### config.mk
export PLATFORM = sky130hd
export DESIGN_NAME = uart_rx_sequencer
export DESIGN_NICKNAME = d
export VERILOG_FILES = /design/src/rtl/uart_pkg.sv /design/src/rtl/uart_bit_timer.sv /design/src/rtl/uart_rx_sequencer.sv
export SDC_FILE = /design/constraint.sdc
export NUM_CORES = 1
export LEC_CHECK = 0
export CORE_ASPECT_RATIO = 0.75
export CORE_MARGIN = 2
export CORE_UTILIZATION = 35
export CTS_CLUSTER_DIAMETER = 100
export CTS_CLUSTER_SIZE = 20
export DETAILED_ROUTE_END_ITERATION = 7
export GPL_ROUTABILITY_DRIVEN = 0
export GPL_TIMING_DRIVEN = 0
export PLACE_DENSITY = 0.56
export SLEW_MARGIN = 20
export SYNTH_ARGS = -nofsm -noshare
export SYNTH_HDL_FRONTEND = slang
export SYNTH_SLANG_ARGS = --single-unit
### constraint.sdc
create_clock -name clk -period 5.15 [get_ports clk]
set_input_delay 1.2875 -clock clk [delete_from_list [all_inputs] [get_ports clk]]
set_output_delay 1.2875 -clock clk [all_outputs]
set_load 0.05 [all_outputs]
### src/rtl/uart_pkg.sv
// Shared types and constants for the oversampling UART receive path.
package uart_pkg;

  typedef enum logic [2:0] {
    StIdle,
    StStart,
    StData,
    StParity,
    StStop,
    StBreak
  } rx_state_e;

  localparam int unsigned DataBits = 8;

  // Mid-bit sample offset within one bit period.
  function automatic int unsigned sample_offset(input int unsigned clks_per_bit);
    return clks_per_bit / 2 - 1;
  endfunction

endpackage

### src/rtl/uart_bit_timer.sv
// Bit-period counter: wraps every CLKS_PER_BIT cycles, flags the mid-bit sample point.
module uart_bit_timer
  import uart_pkg::*;
#(
  parameter int unsigned CLKS_PER_BIT = 16
) (
  input  logic clk,
  input  logic reset,
  input  logic clear,
  output logic sample_tick
);

  localparam int unsigned     CntW     = $clog2(CLKS_PER_BIT);
  localparam logic [CntW-1:0] CntMax   = CntW'(CLKS_PER_BIT - 1);
  localparam logic [CntW-1:0] SampleAt = CntW'(sample_offset(CLKS_PER_BIT));

  logic [CntW-1:0] cnt_q, cnt_d;

  // Next count: held at zero while cleared, otherwise wraps at the end of the bit.
  always_comb begin
    cnt_d = cnt_q;
    if (clear) begin
      cnt_d = '0;
    end else if (cnt_q == CntMax) begin
      cnt_d = '0;
    end else begin
      cnt_d = cnt_q + 1'b1;
    end
  end

  // Counter register.
  always_ff @(posedge clk or posedge reset) begin
    if (reset) begin
      cnt_q <= '0;
    end else begin
      cnt_q <= cnt_d;
    end
  end

  assign sample_tick = ~clear && (cnt_q == SampleAt);

endmodule

### src/rtl/uart_rx_sequencer.sv
// UART receive controller: start detect, mid-bit sampling, parity/framing check and a
// valid/ready output register with overrun reporting.
module uart_rx_sequencer
  import uart_pkg::*;
#(
  parameter int unsigned CLKS_PER_BIT = 16,
  parameter bit          PARITY_ODD   = 1'b0
) (
  input  logic                clk,
  input  logic                reset,
  input  logic                rx_in,
  output logic [DataBits-1:0] rx_data,
  output logic                rx_valid,
  input  logic                rx_ready,
  output logic                parity_err,
  output logic                frame_err,
  output logic                overrun,
  output logic                busy
);

  rx_state_e           state_q, state_d;
  logic                sync1_q, rxs;
  logic [2:0]          bitidx_q, bitidx_d;
  logic [DataBits-1:0] shift_q, shift_d;
  logic                perr_q, perr_d;
  logic [DataBits-1:0] rx_data_q, rx_data_d;
  logic                rx_valid_q, rx_valid_d;
  logic                parity_err_q, parity_err_d;
  logic                frame_err_q, frame_err_d;
  logic                overrun_q, overrun_d;
  logic                timer_clear, sample_tick, accept;

  // Two-flop synchroniser, preset to the idle-high line level.
  always_ff @(posedge clk or posedge reset) begin
    if (reset) begin
      sync1_q <= 1'b1;
      rxs     <= 1'b1;
    end else begin
      sync1_q <= rx_in;
      rxs     <= sync1_q;
    end
  end

  // Timer only runs while a frame is being timed.
  assign timer_clear = (state_q == StIdle) || (state_q == StBreak);

  uart_bit_timer #(
    .CLKS_PER_BIT(CLKS_PER_BIT)
  ) u_bit_timer (
    .clk        (clk),
    .reset      (reset),
    .clear      (timer_clear),
    .sample_tick(sample_tick)
  );

  assign accept = rx_valid_q & rx_ready;

  // Next-state, shift register and delivery logic.
  always_comb begin
    state_d      = state_q;
    bitidx_d     = bitidx_q;
    shift_d      = shift_q;
    perr_d       = perr_q;
    rx_data_d    = rx_data_q;
    rx_valid_d   = rx_valid_q;
    parity_err_d = parity_err_q;
    frame_err_d  = frame_err_q;
    overrun_d    = 1'b0;

    if (accept) begin
      rx_valid_d = 1'b0;
    end

    unique case (state_q)
      StIdle: begin
        bitidx_d = 3'd0;
        if (!rxs) begin
          state_d = StStart;
        end
      end
      StStart: begin
        if (sample_tick) begin
          state_d = rxs ? StIdle : StData;
        end
      end
      StData: begin
        if (sample_tick) begin
          shift_d  = {rxs, shift_q[DataBits-1:1]};
          bitidx_d = bitidx_q + 3'd1;
          if (bitidx_q == 3'd7) begin
            state_d = StParity;
          end
        end
      end
      StParity: begin
        if (sample_tick) begin
          perr_d  = (^{shift_q, rxs}) != PARITY_ODD;
          state_d = StStop;
        end
      end
      StStop: begin
        if (sample_tick) begin
          // A full output register that is not being drained this cycle loses the new frame.
          if (!rx_valid_q || accept) begin
            rx_data_d    = shift_q;
            parity_err_d = perr_q;
            frame_err_d  = ~rxs;
            rx_valid_d   = 1'b1;
          end else begin
            overrun_d = 1'b1;
          end
          state_d = rxs ? StIdle : StBreak;
        end
      end
      StBreak: begin
        if (rxs) begin
          state_d = StIdle;
        end
      end
      default: state_d = StIdle;
    endcase
  end

  // State and output registers.
  always_ff @(posedge clk or posedge reset) begin
    if (reset) begin
      state_q      <= StIdle;
      bitidx_q     <= 3'd0;
      shift_q      <= '0;
      perr_q       <= 1'b0;
      rx_data_q    <= '0;
      rx_valid_q   <= 1'b0;
      parity_err_q <= 1'b0;
      frame_err_q  <= 1'b0;
      overrun_q    <= 1'b0;
    end else begin
      state_q      <= state_d;
      bitidx_q     <= bitidx_d;
      shift_q      <= shift_d;
      perr_q       <= perr_d;
      rx_data_q    <= rx_data_d;
      rx_valid_q   <= rx_valid_d;
      parity_err_q <= parity_err_d;
      frame_err_q  <= frame_err_d;
      overrun_q    <= overrun_d;
    end
  end

  assign rx_data    = rx_data_q;
  assign rx_valid   = rx_valid_q;
  assign parity_err = parity_err_q;
  assign frame_err  = frame_err_q;
  assign overrun    = overrun_q;
  assign busy       = (state_q != StIdle);

endmodule

# After elaboration in Yosys (flattened, before gate mapping)
# Index checks and enable logic that the tools add are counted.
dict set report classes {
  eq_ne 15
  reduce_logical 13
  muxes 21
  bitwise_logic 3
  addsub 2
}
# operator n
set op_table {}
lappend op_table {{3-bit two-way mux} 9}
lappend op_table {{3-bit case mux with 6 select lines} 1}
lappend op_table {{2-bit inequality test, second input constant} 7}
lappend op_table {{3-bit equality test, second input constant} 3}
lappend op_table {{9-bit XOR reduction} 1}
lappend op_table {{4-bit two-way mux} 2}
lappend op_table {{1-bit two-way mux} 7}
lappend op_table {{7-bit AND reduction} 1}
lappend op_table {{3-bit by 2-bit equality test with 1-bit output, second input constant} 2}
lappend op_table {{3-bit case mux with 2 select lines} 1}
lappend op_table {{2-bit AND reduction} 3}
lappend op_table {{4-bit by 1-bit adder with 4-bit output, second input constant} 1}
lappend op_table {{4-bit by 3-bit equality test with 1-bit output, second input constant} 1}
lappend op_table {{4-bit equality test, second input constant} 1}
lappend op_table {{3-bit by 1-bit adder with 3-bit output, second input constant} 1}
lappend op_table {{3-bit by 1-bit equality test with 1-bit output, second input constant} 1}
lappend op_table {{3-bit zero test} 1}
lappend op_table {{3-bit AND reduction} 1}
lappend op_table {{3-bit nonzero test} 1}
lappend op_table {{1-bit logical OR} 2}
lappend op_table {{2-bit two-way mux} 1}
lappend op_table {{1-bit inverter} 2}
lappend op_table {{2-bit nonzero test} 1}
lappend op_table {{1-bit bitwise AND} 1}
lappend op_table {{other kinds (2)} 2}
dict set report totals {
  reg_bits 33
  elab_cells 66
  output_inout_bits 13
  inputBits 4
}

# Longest topological paths before layout
# Gate-level depths: netlist of the first run.
dict set report depth {
  depth_word 6
  mapped_depth 7
  ltp_nobuf 6
}

# Hierarchy
# From an unflattened synthesis of the first run, not the netlist that was laid out.
dict set report unflattened {
  cells_unflattened 110
  hier_area_um2 1472.7
}
# mod area_per_inst_um2 cells_per_inst instances seq_area_each_um2
set by_module_without_submodules {}
lappend by_module_without_submodules {uart_rx_sequencer 1292.5 93 1 728.2}
lappend by_module_without_submodules {uart_bit_timer 180.2 17 1 100.1}

# Least setup slack after synthesis of the first run
# No wires, ideal clock.
dict set report synth_timing {
  path_kind {input to register}
  start {in rx_ready}
  end {reg parity_err_q, in the netlist parity_err}
  path_slack_ns 2.705
  arrival_ns 2.320
  setup_time_ns 0.125
  stages 4
  n_path_buf 1
  path_cell_list {nand2b_1 -> or4b_4 -> buf_6 -> mux2_4}
}
dict set report synth_between {
  elab_chain_cells 3
}
# item line
set synth_lines {}
lappend synth_lines {{start: declaration} uart_rx_sequencer.sv:14} ;# input logic rx_ready,
lappend synth_lines {{1-bit bitwise AND} uart_rx_sequencer.sv:56} ;# assign accept = rx_valid_q & rx_ready;
lappend synth_lines {{1-bit logical OR} uart_rx_sequencer.sv:104} ;# if (!rx_valid_q || accept) begin
lappend synth_lines {{3-bit AND reduction (no line)} -}
lappend synth_lines {{end signal: assignment} uart_rx_sequencer.sv:143} ;# parity_err_q <= parity_err_d;
lappend synth_lines {{end: declaration} uart_rx_sequencer.sv:28} ;# logic parity_err_q, parity_err_d;
# Every way passes these cells.
# A chain may end at the register's enable or synchronous reset.

# Final worst setup path of the first run
dict set report layout_timing {
  start {reg state_q[0]}
  end {out busy}
}
dict set report layout_between {
  elab_chain_cells 1
}
# item line
set layout_lines {}
lappend layout_lines {{start: declaration} uart_rx_sequencer.sv:21} ;# rx_state_e state_q, state_d;
lappend layout_lines {{start signal: assignment} uart_rx_sequencer.sv:127} ;# state_q <= StIdle;
lappend layout_lines {{start signal: assignment} uart_rx_sequencer.sv:137} ;# state_q <= state_d;
lappend layout_lines {{3-bit nonzero test} uart_rx_sequencer.sv:154} ;# assign busy = (state_q != StIdle);
lappend layout_lines {{end: declaration} uart_rx_sequencer.sv:18} ;# output logic busy
# Every way passes these cells.

==> results.sh, run 1 <==
export IMPL_status="finished clean"
export IMPL_postSynthCellCount=113
export IMPL_firstDrtPassIters=4
export IMPL_r2r_start="u_bit_timer.cnt_q[0]$_DFF_PP0_"
export IMPL_drtIter0Drc=29
export IMPL_setup_violations=0
export IMPL_grt_pass1_wl_microns=4174
export IMPL_yosysTopAreaCell="dfrtp_1"
export IMPL_synthXorXnorAreaFrac_pct=6.255
export IMPL_antenna_found_initial=0
export IMPL_leakage_nw=0.8533
export IMPL_synth_area_mux_share_pct=16.40
export IMPL_path_cells="clkbuf_1 > or3_1 > clkdlybuf4s50_1"
export IMPL_worst_hold_path_num_cells=0
export IMPL_async_flop_share_pct=100.0
export IMPL_drv_slew=0
export IMPL_num_antenna_cells=0
export IMPL_powerDensity_mw_per_mm2=363.1
export IMPL_max_stage_delay_ns=0.73
export IMPL_rows=20
export IMPL_root_buffer="clkbuf_8"
export IMPL_cts_made_buffers=5
export IMPL_drtAntennaViolNets=0
export IMPL_synthTopCellsByArea="dfrtp_1, mux2_4, mux2_2"
export IMPL_grt_setup_unrepaired="no"
export IMPL_core_sq_mm=0.004054
export IMPL_wl_per_cell_microns=12.40
export IMPL_start_kind="register"
export IMPL_synth_top_family_by_area="multiplexers"
export IMPL_synth_adder_area_share_pct=2.536
export IMPL_synth_simple_gate_area_share_pct=10.65
export IMPL_fin_skew_ns=0.004162
export IMPL_grtUsageTotal_pct=11.99
export IMPL_crit_path_max_fanout=10
export IMPL_place_ws_ns=2.097
export IMPL_ys_seq_elements=33
export IMPL_dieHeight_microns=60.32
export IMPL_syn_area_sq_mm=0.001480
export IMPL_period_share_pct=65.23
export IMPL_layout_min_cycle_time_ns=3.359
export IMPL_ys_types=30
export IMPL_holdBufCountCts=0
export IMPL_synth_top_cell_area_share_pct=52.41
export IMPL_cts_resized=0
export IMPL_clock_sinks=33
export IMPL_viasPerCell=4.740
export IMPL_synth_avg_cell_area_sq_um=13.10
export IMPL_finalWirelength_microns=2381
export IMPL_r2r_cells=6
export IMPL_maxCapViolCount=0
export IMPL_die_area_sq_mm=0.004771
export IMPL_cts_setup_buffers=0
export IMPL_clkLatencyLatePin_ns=0.28
export IMPL_timing_worst_setup_path_type="register to output port"
export IMPL_synth_ff_type="dfrtp_1"
export IMPL_tightest_slew_ns=0.6679
export IMPL_synth_edf_count=0
export IMPL_slew_headroom_pct=55.41
export IMPL_hpwl_microns=1708
export IMPL_synthTopCellsByCount="dfrtp_1, mux2_2, nand2_1"
export IMPL_h_tree_depth=2
export IMPL_port_buffers=16
export IMPL_cp_end_kind="output port"
export IMPL_cts_tree="done"
export IMPL_ys_seq_area_share_pct=55.96
export IMPL_nFillCells=392
export IMPL_hp_class="register to register"
export IMPL_drc=0
export IMPL_yosysWarnings=0
export IMPL_finalSetupTns_ns=0
export IMPL_vias=910
export IMPL_fin_nets=143
export IMPL_syn_to_final_growth_pct=21.05
export IMPL_worstReg2RegEnd="shift_q[1]$_DFFE_PP0P_"
export IMPL_clockBufferDepth=2
export IMPL_max_freq_mhz=297.7
export IMPL_cp_data_required_time_ns=3.86
export IMPL_grt_pass1_vias=899
export IMPL_synth_compound_area_share_pct=5.241
export IMPL_die_w_microns=79.09
export IMPL_final_setup_worst_slack_ns=1.791
export IMPL_hold_end="rxs$_DFF_PP1_"
export IMPL_drive_gt1_share_pct=25.55
export IMPL_vdd_drop_max_mv=0.1769
export IMPL_syn_num_nets=120
export IMPL_hp_start="sync1_q$_DFF_PP1_"
export IMPL_path_clk_slew_ns=0.07
export IMPL_final_hold_violation_count=0
export IMPL_cp_slowest_cell="clkdlybuf4s50_1"
export IMPL_grt_max_degree=34
export IMPL_num_io_pins=17
export IMPL_rrSetupSlack_ns=3.14
export IMPL_grt_ovfl_total=0
export IMPL_initial_utilization_pct=36.51
export IMPL_worstPathArrival_ns=2.07
export IMPL_synth_most_common_cell="dfrtp_1"
[power breakdown]
| part | switching, W | internal (W) |
|---|---|---|
| clock network | 0.0000895 | 0.0000935 |
| registers | 0.0000273 | 0.000291 |
| logic | 0.0000860 | 0.0000636 |
| total | 0.000203 | 0.000448 |
[layout by cell type, fill, tap and decap left out, drive strengths merged]
master	count
nor2	5
o21ai	5
and3b	1
mux2	18
a311oi	1
mux2i	1
a21oi	4
o32ai	1
o21a	2
nor3	1
xnor2	6
nand2b	2
clkdlybuf4s50	16
dfstp	2
dfrtp	31
nand2	10
nor2b	1
or3	3
or4b	1
nand3b	1
clkbuf	10
inv	2
buf	2
and3	1
nand4b	2
xor2	2
clkinv	2
xnor3	1
ha	3
[worst max path at each step]
stage / endpoint / cells after the start / from
after floorplan: parity_err$_DFFE_PP0P_ / 4 / rx_ready
after global placement: busy / 3 / state_q[0]$_DFFE_PP0P_
after detailed placement: busy / 3 / state_q[0]$_DFFE_PP0P_
after CTS: busy / 3 / state_q[0]$_DFFE_PP0P_
after global routing: busy / 3 / state_q[0]$_DFFE_PP0P_
final: busy / 3 / state_q[0]$_DFFE_PP0P_
[sequential cells by signal, indices dropped and copies added, names as in the netlist]
register	cells
bitidx_q	3
overrun	1
sync1_q	1
parity_err	1
rx_data	8
state_q	3
frame_err	1
rxs	1
u_bit_timer.cnt_q	4
shift_q	8
rx_valid	1
perr_q	1
[kinds of logic after synthesis]
family,after synthesis
DFF,33
xor gates and xnor gates,9
AOI/OAI and AO/OA,13
muxes,19
adders and majority gates,3
and+or+nand+nor,28
buffers and inverters,8
[per-layer routing]
| layer | vias to the layer above | track usage, % | wire length (microns) |
|---|---|---|---|
| met5 | - | 0 | 0 |
| met4 | 0 | 5.172 | 32 |
| met1 | 450 | 15.70 | 1174 |
| met3 | 7 | 4.532 | 98 |
| li1 | 437 | - | - |
| met2 | 16 | 18.04 | 1075 |
[through the flow]
stage          std cells  hold WS, ns  total power (W)  util (%)  cell area (sq um)
3_5_place_dp         184       0.3468        0.0004717     42.16               1709
4_1_cts              192       0.3570        0.0006586     44.20               1792
2_1_floorplan        113       0.3452        0.0004329         -               1480
3_3_place_gp         184       0.3462        0.0004633     42.16               1709
5_1_grt              192       0.3622        0.0006897     44.20               1792
6_report             192       0.3565        0.0006506     44.20               1792
[layout make-up]
cell class / count / area, sq um / area share (%)
buffer: 6 / 36.28 / 2.025
sequential: 33 / 828.3 / 46.23
clock inverter: 2 / 10.01 / 0.5587
timing repair buffer: 16 / 160.2 / 8.939
multi-input combinational: 72 / 608.1 / 33.94
clock buffer: 6 / 72.57 / 4.050
inverter: 2 / 7.507 / 0.4190
tap: 55 / 68.82 / 3.841
[critical path, delay by kind of cell, from the launching register on]
| kind | cells | cell delay [ns] |
|---|---|---|
| AND/OR/NAND/NOR | 1 | 0.47 |
| buffers and inverters | 2 | 0.94 |
| flip-flops | 1 | 0.37 |
Power figures use the tool's default switching activity.
==> inputs of run 2 (changes only) <==
Clock period 5.15 ns to 3.33 ns, I/O delays scaled along.
==> results of run 2 <==
The final DEF is identical to that of run 1. Status: finished clean.
Main changes from that run: setup slack after placement 2.097 ns -> 0.7318 ns; setup slack after layout 1.791 ns -> 0.4256 ns; register-to-register setup slack 3.14 ns -> 1.32 ns; total power 0.0006506 W -> 0.001006 W; worst IR drop on VDD 0.1769 mV -> 0.2735 mV
==> inputs of run 3 (changes only) <==
Settings changed: CORE_UTILIZATION 35 to 44, MAX_ROUTING_LAYER set to met4, PLACE_DENSITY 0.56 to 0.67, SETUP_SLACK_MARGIN set to 0.05.
==> results.sh, run 3 (synthesized netlist as in run 1, its figures left out) <==
export IMPL_status="finished clean"
export IMPL_holdBufCountCts=0
export IMPL_worstPathArrival_ns=2.10
export IMPL_syn_to_final_growth_pct=20.29
export IMPL_crit_path_max_fanout=10
export IMPL_crit_family="buffers and inverters"
export IMPL_final_hold_violation_count=0
export IMPL_tightest_slew_ns=0.6804
export IMPL_max_stage_delay_ns=0.73
export IMPL_drv_slew=0
export IMPL_num_antenna_cells=0
export IMPL_path_clk_slew_ns=0.06
export IMPL_grt_max_degree=34
export IMPL_clock_sinks=33
export IMPL_grt_ovfl_total=0
export IMPL_cp_data_required_time_ns=2.50
export IMPL_layout_min_cycle_time_ns=2.930
export IMPL_cts_resized=0
export IMPL_cp_num_cells=3
export IMPL_use_met2_pct=21.03
export IMPL_rows=18
export IMPL_h_tree_depth=2
export IMPL_finalSetupTns_ns=0
export IMPL_cts_setup_buffers=0
export IMPL_utilization_pct=54.90
export IMPL_use_met1_pct=19.67
export IMPL_drive_gt1_share_pct=24.82
export IMPL_hpwl_microns=1715
export IMPL_finalWirelength_microns=2444
export IMPL_cp_slowest_cell="clkdlybuf4s50_1"
export IMPL_viasPerCell=5.090
export IMPL_top_usage_layer="met2"
export IMPL_leakage_nw=0.8538
export IMPL_dieHeight_microns=54.23
export IMPL_cp_end_kind="output port"
export IMPL_setup_violations=0
export IMPL_hp_class="register to register"
export IMPL_crit_end="busy"
export IMPL_cts_made_buffers=5
export IMPL_place_ws_ns=0.7196
export IMPL_die_area_sq_mm=0.003849
export IMPL_cts_tree="done"
export IMPL_die_w_microns=70.97
export IMPL_fin_nets=143
export IMPL_timing_worst_setup_path_type="register to output port"
export IMPL_vdd_drop_max_mv=0.3243
export IMPL_grtUsageTotal_pct=15.01
export IMPL_drc=0
export IMPL_powerDensity_mw_per_mm2=580.7
export IMPL_drtIter0Drc=34
export IMPL_num_io_pins=17
export IMPL_rrSetupSlack_ns=1.34
export IMPL_core_sq_mm=0.003243
export IMPL_r2r_start="u_bit_timer.cnt_q[0]$_DFF_PP0_"
export IMPL_grt_setup_unrepaired="no"
export IMPL_start_kind="register"
export IMPL_final_cell_mix="dfrtp_1, clkdlybuf4s50_1, mux2_2, nand2_1, mux2_4"
export IMPL_root_buffer="clkbuf_8"
export IMPL_initial_utilization_pct=45.64
export IMPL_clkLatencyLatePin_ns=0.29
export IMPL_crit_buf_inv=2
export IMPL_path_cells="clkbuf_1 > or3_1 > clkdlybuf4s50_1"
export IMPL_max_freq_mhz=341.3
export IMPL_drtAntennaViolNets=0
export IMPL_worstReg2RegEnd="shift_q[7]$_DFFE_PP0P_"
export IMPL_period_share_pct=87.98
export IMPL_fin_skew_ns=0.006790
export IMPL_final_setup_worst_slack_ns=0.4002
export IMPL_vias=901
export IMPL_critPathLaunch="state_q[0]$_DFFE_PP0P_"
export IMPL_r2r_cells=6
export IMPL_use_met3_pct=5.525
export IMPL_slew_headroom_pct=54.57
export IMPL_grt_pass1_vias=880
export IMPL_maxCapViolCount=0
export IMPL_firstDrtPassIters=4
export IMPL_layout_commonest_cell="dfrtp_1"
export IMPL_antenna_found_initial=0
export IMPL_grt_pass1_wl_microns=4077
export IMPL_port_buffers=16
export IMPL_wl_per_cell_microns=13.81
export IMPL_clockBufferDepth=2
run 3: cell types whose count changed in the layout (fill, tap and decap cells not counted), sizes merged:
cell	previous run	this run
clkbuf	10	12
clkinv	2	0
run 3: power by group:
part           switching (W)  internal [W]
Sequential         0.0000415      0.000450
Clock               0.000141      0.000168
Combinational       0.000134     0.0000994
Total               0.000316      0.000717
run 3: layer usage:
layer	wire, microns	share of wire, %
met5	0	0
met4	29	1.2
met3	115	4.7
met2	1077	44
met1	1221	50
run 3: stage by stage:
stage          instances  hold slack, ns  area [sq um]  total power [W]
3_5_place_dp         169          0.3531          1690        0.0007341
3_3_place_gp         169          0.3470          1690        0.0007134
5_1_grt              177          0.3689          1780         0.001101
2_1_floorplan        113          0.3452          1480        0.0006695
6_report             177          0.3605          1780         0.001034
4_1_cts              177          0.3625          1780         0.001048
run 3: layout make-up:
class | instances | area (sq um)
plain buffers | 6 | 36.28
clock buffers | 8 | 90.09
fillers | 284 | 1463
inverters | 2 | 7.507
multi-input cells | 72 | 608.1
flip-flops and latches | 33 | 828.3
well taps | 40 | 50.05
repair buffers | 16 | 160.2
run 3: worst min path at each step:
stage | from | slack (ns) | depth (start not counted) | endpoint
2_1_floorplan | sync1_q$_DFF_PP1_ | 0.35 | 0 | rxs$_DFF_PP1_
3_3_place_gp | sync1_q$_DFF_PP1_ | 0.35 | 0 | rxs$_DFF_PP1_
3_5_place_dp | sync1_q$_DFF_PP1_ | 0.35 | 0 | rxs$_DFF_PP1_
4_1_cts | sync1_q$_DFF_PP1_ | 0.36 | 0 | rxs$_DFF_PP1_
5_1_grt | sync1_q$_DFF_PP1_ | 0.37 | 0 | rxs$_DFF_PP1_
6_report | sync1_q$_DFF_PP1_ | 0.36 | 0 | rxs$_DFF_PP1_
